$ cat src/rtl/shift_register_param.sv
// ============================================================================
// Module  : shift_register_param
// Brief   : WIDTH-bit universal shift/rotate/load register with counted burst engine.
// Revision: 1.0 - initial release
// ============================================================================
`default_nettype none

module shift_register_param #(
  parameter int WIDTH = 8,
  parameter int CNT_W = 4
) (
  input  logic             clk,
  input  logic             ENB,
  input  logic [1:0]       MODO,
  input  logic             DIR,
  input  logic             ARITH,
  input  logic             S_IN,
  input  logic [WIDTH-1:0] D,
  input  logic             START,
  input  logic [CNT_W-1:0] CNT,
  output logic [WIDTH-1:0] Q,
  output logic             S_OUT,
  output logic             BUSY,
  output logic             DONE
);

  localparam logic [1:0]       MODE_SHIFT  = 2'b00;
  localparam logic [1:0]       MODE_ROTATE = 2'b01;
  localparam logic [1:0]       MODE_LOAD   = 2'b10;
  localparam logic [1:0]       MODE_HOLD   = 2'b11;
  localparam logic [CNT_W-1:0] CNT_ZERO    = '0;
  localparam logic [CNT_W-1:0] CNT_ONE     = CNT_W'(1);

  typedef enum logic [0:0] {
    ST_IDLE  = 1'b0,
    ST_BURST = 1'b1
  } state_t;

  state_t             state_q, state_d;
  logic [WIDTH-1:0]   q_q, q_d;
  logic               sout_q, sout_d;
  logic               done_q, done_d;
  logic [CNT_W-1:0]   cnt_q, cnt_d;
  logic               rot_q, rot_d;
  logic               dir_q, dir_d;
  logic               arith_q, arith_d;

  logic [WIDTH:0]     live_step;
  logic [WIDTH:0]     burst_step;

  // Returns {bit leaving the register, new register value} for one shift/rotate step.
  function automatic logic [WIDTH:0] step_op(
    input logic             rot,
    input logic             dir,
    input logic             arith,
    input logic             sin,
    input logic [WIDTH-1:0] q
  );
    logic fill;
    if (!dir) begin
      fill    = rot ? q[WIDTH-1] : sin;
      step_op = {q[WIDTH-1], q[WIDTH-2:0], fill};
    end else begin
      fill    = rot ? q[0] : (arith ? q[WIDTH-1] : sin);
      step_op = {q[0], fill, q[WIDTH-1:1]};
    end
  endfunction

  assign live_step  = step_op(MODO[0], DIR, ARITH, S_IN, q_q);
  assign burst_step = step_op(rot_q, dir_q, arith_q, S_IN, q_q);

  always_comb begin
    state_d = state_q;
    q_d     = q_q;
    sout_d  = sout_q;
    done_d  = 1'b0;
    cnt_d   = cnt_q;
    rot_d   = rot_q;
    dir_d   = dir_q;
    arith_d = arith_q;

    unique case (state_q)
      ST_IDLE: begin
        if (START && !MODO[1]) begin
          // Accepted burst request: register output holds this cycle.
          if (CNT != CNT_ZERO) begin
            rot_d   = MODO[0];
            dir_d   = DIR;
            arith_d = ARITH;
            cnt_d   = CNT;
            state_d = ST_BURST;
          end else begin
            done_d  = 1'b1;
          end
        end else begin
          case (MODO)
            MODE_SHIFT,
            MODE_ROTATE: {sout_d, q_d} = live_step;
            MODE_LOAD: begin
              q_d    = D;
              sout_d = 1'b0;
            end
            MODE_HOLD: ;
            default: ;
          endcase
        end
      end
      ST_BURST: begin
        {sout_d, q_d} = burst_step;
        cnt_d         = cnt_q - CNT_ONE;
        if (cnt_q == CNT_ONE) begin
          state_d = ST_IDLE;
          done_d  = 1'b1;
        end
      end
      default: state_d = ST_IDLE;
    endcase
  end

  always_ff @(posedge clk) begin
    if (!ENB) begin
      state_q <= ST_IDLE;
      q_q     <= '0;
      sout_q  <= 1'b0;
      done_q  <= 1'b0;
      cnt_q   <= '0;
      rot_q   <= 1'b0;
      dir_q   <= 1'b0;
      arith_q <= 1'b0;
    end else begin
      state_q <= state_d;
      q_q     <= q_d;
      sout_q  <= sout_d;
      done_q  <= done_d;
      cnt_q   <= cnt_d;
      rot_q   <= rot_d;
      dir_q   <= dir_d;
      arith_q <= arith_d;
    end
  end

  assign Q     = q_q;
  assign S_OUT = sout_q;
  assign BUSY  = (state_q == ST_BURST);
  assign DONE  = done_q;

endmodule

`default_nettype wire

$ cat config.mk
export PLATFORM = sky130hd
export DESIGN_NAME = shift_register_param
export DESIGN_NICKNAME = d
export VERILOG_FILES = /design/src/rtl/shift_register_param.sv
export SDC_FILE = /design/constraint.sdc
export NUM_CORES = 1
export LEC_CHECK = 0
export CORE_MARGIN = 2
export CORE_UTILIZATION = 42
export CTS_CLUSTER_DIAMETER = 80
export DETAILED_ROUTE_END_ITERATION = 10
export GPL_TIMING_DRIVEN = 0
export PLACE_DENSITY_LB_ADDON = 0.3
export SYNTH_ARGS = -nofsm -noshare
export SYNTH_HDL_FRONTEND = slang
export SYNTH_SLANG_ARGS = --single-unit
$ cat constraint.sdc
create_clock -name clk -period 1.3 [get_ports clk]
set_input_delay 0.325 -clock clk [delete_from_list [all_inputs] [get_ports clk]]
set_output_delay 0.325 -clock clk [all_outputs]
set_load 0.01 [all_outputs]
==> impl_metrics.csv <==
group,metric,value,unit
drt,postRouteAntennaNets,0,
worst_setup_path,cp_slowest_cell,"dfxtp_4",
drt,routed_wl,3020,um
layout,multi_input_area,781,um^2
pwr,power_frac_comb,0.314,
worst_setup_path,cp.required,0.98,ns
worst_setup_path,startpoint,"Q[7]",
worst_setup_path,critPathMaxFanout,7,
synthesis,synth_edf_count,0,
synthesis,synth_most_common_cell,"dfxtp_1",
floorplan,start_util,0.445,
layout,syn2layout_area_growth,39.9,%
worst_setup_path,critPathTopFamily,"flip-flops",
global_route,grt_max_degree,11,
place,gp_congestion,0.818,
pwr,power_frac_seq,0.475,
sta,worst_pin_slew,0.404,ns
layout,stdcell_count,191,
cts,cts_tree,"done",
layout,drive_gt1_frac,0.286,
worst_setup_path,worstSetupPathType,"reg2out",
cts,cts.path.max_buffers,2,
synthesis,synth_cell_types,41,
pwr,totalPowerFinal,1.41,mW
synthesis,synth_top_area_cell,"dfxtp_1",
sta,fin_crit_sh,0.968,
sta,skew,0.00512,ns
floorplan,die_h,55.3,um
cts,clk_latency,0.30,ns
floorplan,row_count,18,
worst_setup_path,start_kind,"flip-flop",
synthesis,syn-num-nets,151,
worst_setup_path,r2r_start,"dir_q",
global_route,grt_use_total,0.202,
drt,drt_first_pass_iters,4,
place,dp_cells,186,
job,maxCapViolations,0,
worst_setup_path,crit_chain,"clkdlybuf4s15_1",
cts,cts_hold_buf,0,
synthesis,syn_inst,129,
drt,wl_per_cell,15.8,um
cts,numCtsBuffers,3,
pwr,irDropWorstVdd,675,uV
cts,clock_sinks,18,
floorplan,die_w,55.3,um
synthesis,synth.top_cell.area_share,0.327,
synthesis,synth-seq-area-share,0.327,
global_route,grt_overflow_total,0,
floorplan,ios,31,
worst_setup_path,cp.arrival,0.93,ns
worst_hold_path,hold_class,"in2reg",
sta,period_minus_slack,1.26,ns
layout,fillers,220,
synthesis,synthTopCellsByArea,"dfxtp_1 (33%), mux2i_1 (6.3%), nand2_1 (4.8%)",
drt,dr.first_iter.drc_count,27,
layout,num-nets-final,185,
pwr,p_int,0.941,mW
cts,h-tree-depth,1,
sta,slew_headroom,0.731,
worst_setup_path,crit_buf_inv,1,
sta,final-setup-viol-count,0,
run_status,status,"finished, final reports clean",
cts,clk_pin_slew,0.11,ns
synthesis,mappedNetlistArea,1100,um^2
pwr,power.density,910,nW/um^2
synthesis,synthArstFlopShare,0,
pwr,p_leak,0.599,nW
pwr,clkPwrFrac,0.211,
synthesis,ys.flop_type,"dfxtp_1",
layout,seq_area,387,um^2
worst_hold_path,hold_start,"DIR",
sta,final.setup.tns,0,ns
global_route,grt_pass1_wl,4960,um
synthesis,ys_warn_count,0,
synthesis,synth-seq-cells,18,
pwr,switchingPower,0.465,mW
sta,hold_viol,0,
cts,cts_root_buf,"clkbuf_4",
place,portBuffers,27,
pwr,swShare,0.331,
sta,slew_violations,0,
floorplan,die_area,3050,um^2
floorplan,coreArea,2480,um^2
sta,max_freq,794,MHz
drt,drc,0,
global_route,antenna_found_initial,0,
worst_setup_path,worstSetupEndpointType,"output pin",
global_route,grt_pass1_vias,1034,
drt,vias_per_cell,5.88,
place,dp_hpwl,2080,um
worst_setup_path,max_stage_delay,0.40,ns
synthesis,avgSynthCellArea,8.55,um^2
drt,vias,1123,
synthesis,synth_common_cells,"dfxtp_1 (18), nand2_1 (14), a21oi_1 (10), o21ai_0 (9), mux2i_1 (7)",
layout,n_antenna_cell,0,
## power groups by stage
| stage | Sequential [mW] | Combinational (mW) | Clock, mW |
|---|---|---|---|
| floorplan | 0.672 | 0.229 | 0 |
| global placement | 0.668 | 0.402 | 0 |
| detailed placement | 0.670 | 0.413 | 0 |
| CTS | 0.662 | 0.411 | 0.291 |
| global route | 0.676 | 0.482 | 0.320 |
| finish | 0.668 | 0.441 | 0.297 |
## worst paths after layout
check / end / slack [ns] / depth (start not counted)
setup / recovery: Q[7] / 0.04 / 1
hold reg to reg: Q[1] / 0.48 / 2
setup reg to reg: Q[3] / 0.07 / 4
hold / removal: dir_q / 0.42 / 3
## layout make-up
type	instances	area share
tap	30	0.0243
multi-input combinational	100	0.506
sequential	18	0.250
buffer	6	0.0259
timing repair buffer	29	0.167
clock buffer	3	0.0146
inverter	5	0.0122
## layer usage
layer,routed length (um),global-route usage,vias to the layer above,share of wire
met3,252,0.0328,4,0.083
met4,55,0.111,0,0.018
met1,1320,0.285,519,0.44
li1,-,-,547,-
met2,1390,0.291,53,0.46
met5,0,0,-,0
## cells in the final DEF (no fill, tap or decap), drive strengths merged, types with 5 or more instances in the layout
| cell type | netlist | final |
|---|---|---|
| dfxtp | 18 | 18 |
| nand2 | 14 | 14 |
| a21oi | 12 | 12 |
| o21ai | 11 | 11 |
| clkbuf | 2 | 11 |
| clkdlybuf4s50 | 0 | 9 |
| mux2i | 7 | 7 |
| buf | 4 | 7 |
| dlygate4sd2 | 0 | 6 |
| nor2b | 6 | 6 |
| nand2b | 6 | 6 |
| a221oi | 6 | 6 |
| inv | 5 | 5 |
## metrics by stage
step | utilization | hold WS [ns] | area, um^2 | setup slack (ns)
CTS | 0.597 | 0.428 | 1480 | 0.000515
global placement | 0.570 | 0.473 | 1410 | -0.641
detailed placement | 0.570 | 0.481 | 1410 | -0.676
floorplan | - | 0.466 | 1100 | 0.0356
global route | 0.623 | 0.432 | 1540 | -0.000702
finish | 0.623 | 0.416 | 1540 | 0.0411
## sequential cells by signal, indices dropped and copies added, names as in the netlist
register	count
Q	8
cnt_q	4
BUSY	1
DONE	1
S_OUT	1
arith_q	1
dir_q	1
rot_q	1
## kinds of logic after synthesis
kind of cell,count (synthesis),synth area share
flip-flops,18,0.327
AND/OR/NAND/NOR,46,0.247
multiplexers,11,0.104
adder cells (fa/ha/maj),2,0.0227
XOR/XNOR,1,0.00794
buffers and inverters,11,0.0442
AO/OA/AOI/OAI,40,0.247
## timing repair
action / CTS / global route
resized for setup: 39 / 31
setup buffers: 0 / 2
pin swaps: 1 / 4
setup endpoints to repair: 29 / 21
cloned: 0 / 0
(Power assumes the default switching activity.)
